<file path="config.mk">
export PLATFORM = sky130hd
export DESIGN_NAME = edf_ic_claim
export DESIGN_NICKNAME = d
export VERILOG_FILES = /design/src/rtl/edf_ic_claim.sv
export SDC_FILE = /design/constraint.sdc
export NUM_CORES = 1
export LEC_CHECK = 0
export ABC_AREA = 1
export CORE_AREA = 2 2 39 41
export CTS_CLUSTER_SIZE = 24
export DETAILED_ROUTE_END_ITERATION = 8
export DIE_AREA = 0 0 41 43
export GPL_TIMING_DRIVEN = 0
export PLACE_DENSITY = 0.56
export SYNTH_ARGS = -nofsm -noshare
export SYNTH_HDL_FRONTEND = slang
export SYNTH_SLANG_ARGS = --single-unit
</file>
<file path="constraint.sdc">
create_clock -name clk_i -period 1 [get_ports clk_i]
set_input_delay 0.15 -clock clk_i [delete_from_list [all_inputs] [get_ports clk_i]]
set_output_delay 0.15 -clock clk_i [all_outputs]
set_load 0.02 [all_outputs]
</file>
<file path="src/rtl/edf_ic_claim.sv">
// Claim/complete responder for the EDF interrupt controller. This block presents the winning ID
// to the core, clears the claimed source, and tracks the interrupt that is in service.
// Optional claim timeout is built when EDF_IC_CLAIM_TIMEOUT_EN is defined.
module edf_ic_claim #(
    parameter int NrParIrqs     = 2,
    parameter int TimeoutCycles = 16,
    localparam int IdWidth      = (NrParIrqs > 1) ? $clog2(NrParIrqs) : 1
) (
    input  logic                 clk_i,
    input  logic                 rst_i,
    input  logic                 irq_valid_i,
    input  logic [IdWidth-1:0]   irq_id_i,
    input  logic [NrParIrqs-1:0] irq_pend_i,
    output logic                 irq_req_o,
    output logic [IdWidth-1:0]   irq_req_id_o,
    input  logic                 irq_ack_i,
    input  logic                 irq_cmpl_i,
    input  logic [IdWidth-1:0]   irq_cmpl_id_i,
    output logic [NrParIrqs-1:0] irq_clr_o,
    output logic                 busy_o,
    output logic                 err_o,
    output logic                 timeout_o
);

    // Handshake: irq_req_o stays high with a stable irq_req_id_o until the cycle after
    // irq_ack_i is sampled high, or until the source withdraws or times out.
    localparam logic [1:0] ST_IDLE    = 2'd0;
    localparam logic [1:0] ST_REQ     = 2'd1;
    localparam logic [1:0] ST_CLAIM   = 2'd2;
    localparam logic [1:0] ST_SERVICE = 2'd3;

    logic [1:0]           state_q, state_d;
    logic [IdWidth-1:0]   id_q, id_d;
    logic                 req_q, req_d;
    logic [NrParIrqs-1:0] clr_q, clr_d;
    logic                 busy_q, busy_d;
    logic                 err_q, err_d;
    logic                 id_ok;

    assign id_ok = (int'(irq_id_i) < NrParIrqs) && irq_pend_i[irq_id_i];

`ifdef EDF_IC_CLAIM_TIMEOUT_EN
    localparam int CntW = $clog2(TimeoutCycles + 1);
    logic [CntW-1:0] cnt_q, cnt_d;
    logic            timeout_q, timeout_d;
    logic            cnt_expire;

    // The counter holds the number of REQ cycles already elapsed, so the last allowed cycle
    // is the one where the count equals TimeoutCycles-1.
    assign cnt_expire = (cnt_q == CntW'(TimeoutCycles - 1));
`endif

    always_comb begin
        state_d = state_q;
        id_d    = id_q;
        req_d   = req_q;
        clr_d   = '0;
        err_d   = err_q;
`ifdef EDF_IC_CLAIM_TIMEOUT_EN
        cnt_d     = cnt_q;
        timeout_d = 1'b0;
`endif
        if (irq_cmpl_i && (state_q != ST_SERVICE)) begin
            err_d = 1'b1;
        end
        case (state_q)
            ST_IDLE: begin
                if (irq_valid_i && id_ok) begin
                    state_d = ST_REQ;
                    id_d    = irq_id_i;
                    req_d   = 1'b1;
`ifdef EDF_IC_CLAIM_TIMEOUT_EN
                    cnt_d   = '0;
`endif
                end
            end
            ST_REQ: begin
                if (irq_ack_i) begin
                    state_d      = ST_CLAIM;
                    req_d        = 1'b0;
                    clr_d[id_q]  = 1'b1;
                end else if (!irq_pend_i[id_q]) begin
                    state_d = ST_IDLE;
                    req_d   = 1'b0;
                end
`ifdef EDF_IC_CLAIM_TIMEOUT_EN
                else if (cnt_expire) begin
                    state_d   = ST_IDLE;
                    req_d     = 1'b0;
                    timeout_d = 1'b1;
                end else begin
                    cnt_d = cnt_q + 1'b1;
                end
`endif
            end
            ST_CLAIM: begin
                state_d = ST_SERVICE;
            end
            ST_SERVICE: begin
                if (irq_cmpl_i) begin
                    if (irq_cmpl_id_i == id_q) begin
                        state_d = ST_IDLE;
                    end else begin
                        err_d = 1'b1;
                    end
                end
            end
            default: begin
                state_d = ST_IDLE;
                req_d   = 1'b0;
            end
        endcase
        busy_d = (state_d != ST_IDLE);
    end

    always_ff @(posedge clk_i) begin
        if (rst_i) begin
            state_q <= ST_IDLE;
            id_q    <= '0;
            req_q   <= 1'b0;
            clr_q   <= '0;
            busy_q  <= 1'b0;
            err_q   <= 1'b0;
        end else begin
            state_q <= state_d;
            id_q    <= id_d;
            req_q   <= req_d;
            clr_q   <= clr_d;
            busy_q  <= busy_d;
            err_q   <= err_d;
        end
    end

`ifdef EDF_IC_CLAIM_TIMEOUT_EN
    always_ff @(posedge clk_i) begin
        if (rst_i) begin
            cnt_q     <= '0;
            timeout_q <= 1'b0;
        end else begin
            cnt_q     <= cnt_d;
            timeout_q <= timeout_d;
        end
    end

    assign timeout_o = timeout_q;
`else
    assign timeout_o = 1'b0;
`endif

    assign irq_req_o    = req_q;
    assign irq_req_id_o = id_q;
    assign irq_clr_o    = clr_q;
    assign busy_o       = busy_q;
    assign err_o        = err_q;

endmodule

</file>
==> results.yml, run 1 <==
yosys:
  sequential_cell_area_fraction_in_the_yosys_report_pct: 43.4
  syn_inst: 55
  synth.ff_latch_count: 8
  synth.top_cell.area_share_pct: 43.4
  synth_top_area_cell: "sky130_fd_sc_hd__dfxtp_1"
  synth_area_per_cell_um2: 6.71
  synth_area_leaders: "sky130_fd_sc_hd__dfxtp_1 (43%), sky130_fd_sc_hd__nand2_1 (14%), sky130_fd_sc_hd__inv_1 (11%)"
  synth.cell_area_um2: 369
  ys_warn_count: 0
  synth_nets: 64
  synthDistinctLibCells: 14
pwr:
  pwr_density_cell_mw_per_mm2: 1350
  leakagePower_uw: 0.000314
  vdd.ir_drop.worst_mv: 0.487
timing:
  post-route-period-util_pct: 97.9
  fin_hold_ws_ps: 306
  setup_repair_after_global_routing_missed_its_margin: "yes"
  skew_ps: 0.434
  slew_violations: 0
  final_period_minus_worst_setup_slack_ps: 979
  timing.fmax_mhz: 1020
  setup-violations-final: 0
  finalHoldViolations: 0
setup_path:
  crit_fanout: 4
  timing_worst_setup_path_type: "flip-flop to flip-flop"
  cp_data_arrival_time_ps: 1130
  timing.rr.start: "state_q[1]$_SDFF_PP0_"
  cp-start-kind: "flip-flop"
  critPathLaunch: "state_q[1]$_SDFF_PP0_"
  timing.critical_path.to_type: "flip-flop"
  rr_worst_depth: 7
  cp_data_required_time_ps: 1150
cts:
  clock_tree.buffer_depth: 2
  clock_insertion_delay_worst_skew_ps: 260
  worst_setup_hold_path_clk_slew_ps: 60
  numCtsBuffers: 3
  clock-sinks: 8
  cts_tree: "done"
  cts.htree.levels: 1
  root_buffer: "sky130_fd_sc_hd__clkbuf_4"
layout:
  ff_latch_area_um2: 166
  postLayoutCoreUtil_pct: 40.7
  layout_common_cells: "sky130_fd_sc_hd__nand2_1 (13), sky130_fd_sc_hd__inv_1 (7)"
  area_of_the_multi_input_gates_um2: 171
  antennaDiodeCount: 0
  fill_cells: 161
  layout-drive-gt1-share_pct: 34.2
  postLayoutCellArea_um2: 563
  syn2layout_area_growth_pct: 52.5
  nNetsFinal: 84
  layout_commonest_cell: "sky130_fd_sc_hd__nand2_1"
status:
  status: "finished clean"
detailed_routing:
  via_count: 389
  routed_wire_length_per_instance_um: 9.00
  drt_iter0_markers: 6
  drt_pass1_iterations: 2
  detail-route-antenna-nets: 0
  drt_drc_violations_left: 0
  avg_vias_per_cell: 4.37
  routed_wirelength_um: 801
placed_design:
  dp_hpwl_um: 611
  total_cell_area_at_the_placement_stage_um2: 531
  buffer_ports.inserted: 14
  finalWeightedCongestion: 0.762
floorplanning:
  rows: 14
  dieArea_mm2: 0.00176
  core_area_mm2: 0.00138
  die_y_um: 43
  pin_count: 16
  initial_utilization_pct: 26.7
  floorplan.die.width_um: 41
global_route:
  grt_max_degree: 7
  number_of_antenna_violations_at_the_first_check_in_global_routing: 0
  grt_pass1_vias: 357
  gr-usage-all-layers_pct: 12.2
  grt_pass1_wl_um: 1380
  global_route.overflow_total: 0
min_path:
  hold_path_class: "primary input to flip-flop"
  hp-start: "irq_id_i"
  min_delay_path_depth: 3
flow_run:
  cap_viol_max_count: 0
[synthesized netlist by cell type]
master / n
sky130_fd_sc_hd__nor2_1: 6
sky130_fd_sc_hd__nand3_1: 4
sky130_fd_sc_hd__inv_1: 11
sky130_fd_sc_hd__a21boi_2: 1
sky130_fd_sc_hd__nand2_1: 14
sky130_fd_sc_hd__o211ai_1: 1
sky130_fd_sc_hd__a21oi_1: 3
sky130_fd_sc_hd__inv_2: 1
sky130_fd_sc_hd__dfxtp_1: 8
sky130_fd_sc_hd__conb_1: 1
sky130_fd_sc_hd__o21ai_0: 1
sky130_fd_sc_hd__nand4_1: 1
sky130_fd_sc_hd__nand2_2: 2
sky130_fd_sc_hd__buf_4: 1
[cell families (layout without fill, tap and decap cells)]
logic type             count (synthesis)  count (layout)  synth area share [%]
AND/OR/NAND/NOR                       27              27                  30.8
other                                  1               1                  1.02
AO/OA/AOI/OAI                          6               6                  10.5
buffers and inverters                 13              31                  14.2
flip-flops                             8               8                  43.4
[repair_timing]
item | CTS | global route
setup buffers | 0 | 1
hold buffers | 0 | 0
resized for setup | 25 | 14
gates cloned | 0 | 0
pin swaps | 2 | 4
setup endpoints to repair | 10 | 9
[routing by layer]
layer	share of wire [%]	up-vias	routed length [um]	GRT usage, %
met1	39	174	316	12.3
met2	51	9	412	18.4
met4	3.6	0	29	10.0
li1	-	201	-	-
met5	0	-	0	0
met3	5.2	5	42	4.71
[cell type report]
cell class	instances	share of cell area (%)
multi-input combinational	34	30.4
sequential	8	29.6
timing repair buffer	15	23.1
inverter	12	8.00
clock buffer	3	4.00
tap	16	3.56
buffer	1	1.33
[state kept, by name, summed over array words and instances, names as in the netlist]
| signal | cells |
|---|---|
| state_q | 2 |
| busy_o | 1 |
| err_o | 1 |
| irq_req_id_o | 1 |
| irq_req_o | 1 |
| irq_clr_o | 2 |
[stage by stage]
stage	setup TNS [ps]	std cells	setup slack (ps)	power, uW
floorplan	0	55	53.4	435
global placement	-1780	85	-303	507
detailed placement	-1920	85	-317	508
CTS	0	88	0.959	764
global route	-121	89	-65.2	813
finish	0	89	21.5	759
[final timing paths]
check	endpoint	slack (ps)
setup / recovery	busy_o$_SDFF_PP0_	20
hold / removal	irq_req_id_o$_SDFFE_PP0P_	310
setup reg to reg	busy_o$_SDFF_PP0_	20
hold reg to reg	irq_req_o$_SDFFE_PP0P_	460
[worst max-delay path, stage by stage, from the launching register on]
cell                       delay [ps]
sky130_fd_sc_hd__dfxtp_2          340
sky130_fd_sc_hd__inv_2             70
sky130_fd_sc_hd__nand2_2           70
sky130_fd_sc_hd__a21boi_2         160
sky130_fd_sc_hd__nand2_1           50
sky130_fd_sc_hd__nand2_1           40
sky130_fd_sc_hd__nand2_1           80
sky130_fd_sc_hd__nand2_1           50
[where the power goes]
part / internal (uW) / switching, uW / leakage, uW / total (uW)
clock network: 138 / 119 / 0.0000138 / 257
registers: 337 / 12.9 / 0.0000671 / 350
logic: 70.2 / 81.0 / 0.000233 / 151
total: 546 / 213 / 0.000314 / 759
(Power assumes the default switching activity.)
==> inputs of run 2 (changes only) <==
Settings changed: RECOVER_POWER set to 100.
==> results.yml, run 2 (same netlist as run 1, synthesis figures left out) <==
placed_design:
  buffer_ports.inserted: 14
  finalWeightedCongestion: 0.762
  dp_hpwl_um: 611
  total_cell_area_at_the_placement_stage_um2: 531
timing:
  setup_repair_after_global_routing_missed_its_margin: "yes"
  post-route-period-util_pct: 98.2
  setup-violations-final: 0
  tns_ps: 0
  slew_violations: 0
  timing.fmax_mhz: 1020
  final_period_minus_worst_setup_slack_ps: 982
  finalHoldViolations: 0
  skew_ps: 1.99
  fin_hold_ws_ps: 306
min_path:
  timing.hold.worst_endpoint: "irq_req_id_o$_SDFFE_PP0P_"
  hp-start: "irq_id_i"
  min_delay_path_depth: 3
  hold_path_class: "primary input to flip-flop"
cts:
  clock_tree.buffer_depth: 2
  worst_setup_hold_path_clk_slew_ps: 60
  clock_insertion_delay_worst_skew_ps: 260
  cts.htree.levels: 1
  ctsHoldBuffers: 0
  numCtsBuffers: 3
  cts_tree: "done"
  clock-sinks: 8
  root_buffer: "sky130_fd_sc_hd__clkbuf_4"
setup_path:
  rr_worst_depth: 7
  timing.critical_path.buf_inv: 1
  critical_path.top_delay_family: "flip-flops"
  cp_data_required_time_ps: 1150
  cp-start-kind: "flip-flop"
  critical-path-max-stage-delay_ps: 340
  rr_endpoint: "busy_o$_SDFF_PP0_"
  slowest_stage: "sky130_fd_sc_hd__dfxtp_2"
  critPathMostFrequentCell: "sky130_fd_sc_hd__nand2_1"
  timing.rr.start: "state_q[1]$_SDFF_PP0_"
  timing.critical_path.to_type: "flip-flop"
  r2r_slack_ps: 20
  crit_fanout: 4
  timing_worst_setup_path_type: "flip-flop to flip-flop"
  cp_data_arrival_time_ps: 1130
  critPathLaunch: "state_q[1]$_SDFF_PP0_"
  worstPathCellList: "inv_2 -> nand2_2 -> a21boi_2 -> nand2_1 -> nand2_1 -> nand2_1 -> nand2_1"
layout:
  layout-drive-gt1-share_pct: 34.2
  antennaDiodeCount: 0
  nNetsFinal: 84
  layout_commonest_cell: "sky130_fd_sc_hd__nand2_1"
  layout_common_cells: "sky130_fd_sc_hd__nand2_1 (13), sky130_fd_sc_hd__inv_1 (7)"
  postLayoutCoreUtil_pct: 40.7
  syn2layout_area_growth_pct: 52.5
  postLayoutCellArea_um2: 563
pwr:
  report.power.total_uw: 762
  pwr-share-seq_pct: 46.0
  switching_share_pct: 28.4
  internal_power_uw: 546
  switchingPower_uw: 217
  power.share.clock_pct: 34.2
  share_comb_of_total_power_pct: 19.8
  leakagePower_uw: 0.000312
  vdd.ir_drop.worst_mv: 0.488
  pwr_density_cell_mw_per_mm2: 1350
detailed_routing:
  wl_met1_um: 323
  detail-route-antenna-nets: 0
  drt_iter0_markers: 6
  top_layer: "met4"
  met2_wire_length_um: 410
  routed_wirelength_um: 804
  drt_pass1_iterations: 2
  avg_vias_per_cell: 4.36
  routed_wire_length_per_instance_um: 9.03
  drt_drc_violations_left: 0
  via_count: 388
  routed-wl-met3_um: 41
floorplanning:
  initial_utilization_pct: 26.7
  pin_count: 16
  rows: 14
  dieArea_mm2: 0.00176
  floorplan.die.width_um: 41
  die_y_um: 43
  core_area_mm2: 0.00138
global_route:
  grt_pass1_vias: 357
  grt_max_degree: 7
  gr-usage-all-layers_pct: 12.2
  global_route.overflow_total: 0
  number_of_antenna_violations_at_the_first_check_in_global_routing: 0
  grt_pass1_wl_um: 1380
flow_run:
  cap_viol_max_count: 0
status:
  status: "finished clean"
## run 2: metal layers
| layer | GRT usage, % | vias up |
|---|---|---|
| li1 | - | 201 |
| met1 | 12.3 | 173 |
| met2 | 18.4 | 9 |
| met3 | 4.71 | 5 |
| met4 | 10.0 | 0 |
| met5 | 0 | - |
## run 2: tightest hold or removal path, delay by kind of cell
family / cells / cell delay [ps]
buffers and inverters: 2 / 310
AO/OA/AOI/OAI: 1 / 60
## run 2: area by class of cell
type | count | area [um^2]
Tap cell | 16 | 20.0
Clock buffer | 3 | 22.5
Buffer | 1 | 7.51
Multi-Input combinational cell | 34 | 171
Sequential cell | 8 | 166
Fill cell | 161 | 821
Inverter | 12 | 45.0
Timing Repair Buffer | 15 | 130
## run 2: how the worst max path moves through the flow
stage	depth (start not counted)	to	slack, ps
final	7	busy_o$_SDFF_PP0_	20
after detailed placement	9	busy_o$_SDFF_PP0_	-320
after floorplan	8	busy_o$_SDFF_PP0_	50
after CTS	7	busy_o$_SDFF_PP0_	1
after global placement	9	busy_o$_SDFF_PP0_	-300
after global routing	7	busy_o$_SDFF_PP0_	-70
## run 2: power by group through the flow
stage	clock (uW)	sequential, uW	combinational (uW)
floorplan	0	373	62.0
global placement	0	357	150
detailed placement	0	357	151
CTS	268	350	146
global route	292	353	168
finish	260	351	151
## run 2: per-stage QoR
step | instances | worst slack (ps)
3_5_place_dp | 85 | -317
3_3_place_gp | 85 | -303
4_1_cts | 88 | 0.959
5_1_grt | 89 | -65.2
6_report | 89 | 17.9
2_1_floorplan | 55 | 53.4
## run 2: what timing repair did
item / in CTS / in global routing
resized for setup: 25 / 14
setup buffers: 0 / 1
setup endpoints to repair: 10 / 9
pin swaps: 2 / 4
==> inputs of run 3 (changes only) <==
Settings changed: TNS_END_PERCENT set to 20.
==> results.yml, run 3 (same netlist as run 1, synthesis figures left out) <==
status:
  status: "finished clean"
timing:
  slew_violations: 0
  skew_ps: 0.327
  setup-violations-final: 0
  final_period_minus_worst_setup_slack_ps: 978
  post-route-period-util_pct: 97.8
  tns_ps: 0
  timing.fmax_mhz: 1020
  finalHoldViolations: 0
  setup_repair_after_global_routing_missed_its_margin: "yes"
detailed_routing:
  detail-route-antenna-nets: 0
  routed_wire_length_per_instance_um: 9.51
  routed_wirelength_um: 846
  drt_drc_violations_left: 0
  via_count: 399
  routed-wl-met3_um: 43
  wl_met1_um: 336
  drt_iter0_markers: 8
  met2_wire_length_um: 436
  drt_pass1_iterations: 4
  avg_vias_per_cell: 4.48
  top_layer: "met4"
layout:
  layout_common_cells: "sky130_fd_sc_hd__nand2_1 (12), sky130_fd_sc_hd__inv_1 (7), sky130_fd_sc_hd__dfxtp_1 (5), sky130_fd_sc_hd__clkdlybuf4s50_1 (5)"
  nNetsFinal: 84
  fill_cells: 150
  ff_latch_area_um2: 169
  layout-drive-gt1-share_pct: 39.7
  area_of_the_multi_input_gates_um2: 201
  syn2layout_area_growth_pct: 62.4
  antennaDiodeCount: 0
  layout_commonest_cell: "sky130_fd_sc_hd__nand2_1"
cts:
  cts.htree.levels: 1
  clock-sinks: 8
  clock_insertion_delay_worst_skew_ps: 260
  worst_setup_hold_path_clk_slew_ps: 60
  clock_tree.buffer_depth: 2
  ctsHoldBuffers: 0
  root_buffer: "sky130_fd_sc_hd__clkbuf_4"
  cts_tree: "done"
  numCtsBuffers: 3
pwr:
  pwr_density_cell_mw_per_mm2: 1290
  vdd.ir_drop.worst_mv: 0.482
  report.power.total_uw: 775
  leakagePower_uw: 0.000323
setup_path:
  cp_data_arrival_time_ps: 1180
  critPathLaunch: "state_q[1]$_SDFF_PP0_"
  r2r_slack_ps: 20
  rr_endpoint: "state_q[0]$_SDFF_PP0_"
  timing.critical_path.to_type: "flip-flop"
  worstPathCellList: "inv_2 -> nand2_4 -> a21boi_4 -> nand2_1 -> nand2_1 -> nand2_1 -> inv_1"
  cp_data_required_time_ps: 1200
  timing_worst_setup_path_type: "flip-flop to flip-flop"
  critical-path-max-stage-delay_ps: 370
  critPathMostFrequentCell: "sky130_fd_sc_hd__nand2_1"
  timing.rr.start: "state_q[1]$_SDFF_PP0_"
  slowest_stage: "sky130_fd_sc_hd__dfxtp_2"
  rr_worst_depth: 7
  crit_fanout: 4
  critical_path_destination: "state_q[0]$_SDFF_PP0_"
  cp-start-kind: "flip-flop"
floorplanning:
  core_area_mm2: 0.00138
  rows: 14
  initial_utilization_pct: 26.7
  dieArea_mm2: 0.00176
  pin_count: 16
  floorplan.die.width_um: 41
  die_y_um: 43
flow_run:
  cap_viol_max_count: 0
global_route:
  global_route.overflow_total: 0
  grt_pass1_wl_um: 1380
  number_of_antenna_violations_at_the_first_check_in_global_routing: 0
  gr-usage-all-layers_pct: 12.2
  grt_pass1_vias: 357
  grt_max_degree: 7
placed_design:
  buffer_ports.inserted: 14
  dp_hpwl_um: 611
  finalWeightedCongestion: 0.762
min_path:
  hold_path_class: "primary input to flip-flop"
-- run 3: through the flow --
stage               std cells  cell area, um^2  hold WS, ps  utilization (%)  setup slack, ps
floorplan                  55              370          219                -             53.4
finish                     89              599          194             43.3             21.7
global route               89              599          216             43.3            -34.6
global placement           85              531          456             38.3             -303
detailed placement         85              531          456             38.3             -317
CTS                        88              552          467             39.9            -22.2
-- run 3: worst min path at each step --
| stage | end | slack [ps] | cells after the start | from |
|---|---|---|---|---|
| 4_1_cts | irq_req_o$_SDFFE_PP0P_ | 470 | 2 | irq_req_o$_SDFFE_PP0P_ |
| 3_5_place_dp | irq_req_o$_SDFFE_PP0P_ | 460 | 2 | irq_req_o$_SDFFE_PP0P_ |
| 5_1_grt | irq_req_id_o$_SDFFE_PP0P_ | 220 | 3 | irq_id_i |
| 3_3_place_gp | err_o$_SDFF_PP0_ | 460 | 2 | err_o$_SDFF_PP0_ |
| 6_report | irq_req_id_o$_SDFFE_PP0P_ | 190 | 3 | irq_id_i |
| 2_1_floorplan | irq_req_o$_SDFFE_PP0P_ | 220 | 1 | rst_i |
-- run 3: cell type report --
type | count | area share (%)
plain buffers | 1 | 1.25
well taps | 16 | 3.34
clock buffers | 3 | 3.76
repair buffers | 15 | 21.9
flip-flops and latches | 8 | 28.2
inverters | 12 | 7.93
multi-input cells | 34 | 33.6
-- run 3: routing by layer --
layer / vias up / track usage (%)
met4: 0 / 10.0
li1: 201 / -
met3: 4 / 4.71
met2: 10 / 18.4
met1: 184 / 12.3
met5: - / 0
-- run 3: repair_timing --
item                                    in CTS  in global routing
endpoints found under the setup margin      10                  9
pin swaps                                    0                  4
hold endpoints to repair                     0                  0
setup buffers                                0                  1
resized for setup                           22                 25
gates cloned                                 0                  0
-- run 3: report_power, final --
part           total, uW  internal, uW  switching, uW
Clock                261           138            123
Combinational        163          74.9           87.9
Sequential           351           336           15.2
-- run 3: critical path, delay by kind of cell (launching register included) --
kind                   cells  cell delay, ps
flip-flops                 1             370
AND/OR/NAND/NOR            4             240
AO/OA/AOI/OAI              1             170
buffers and inverters      2             130
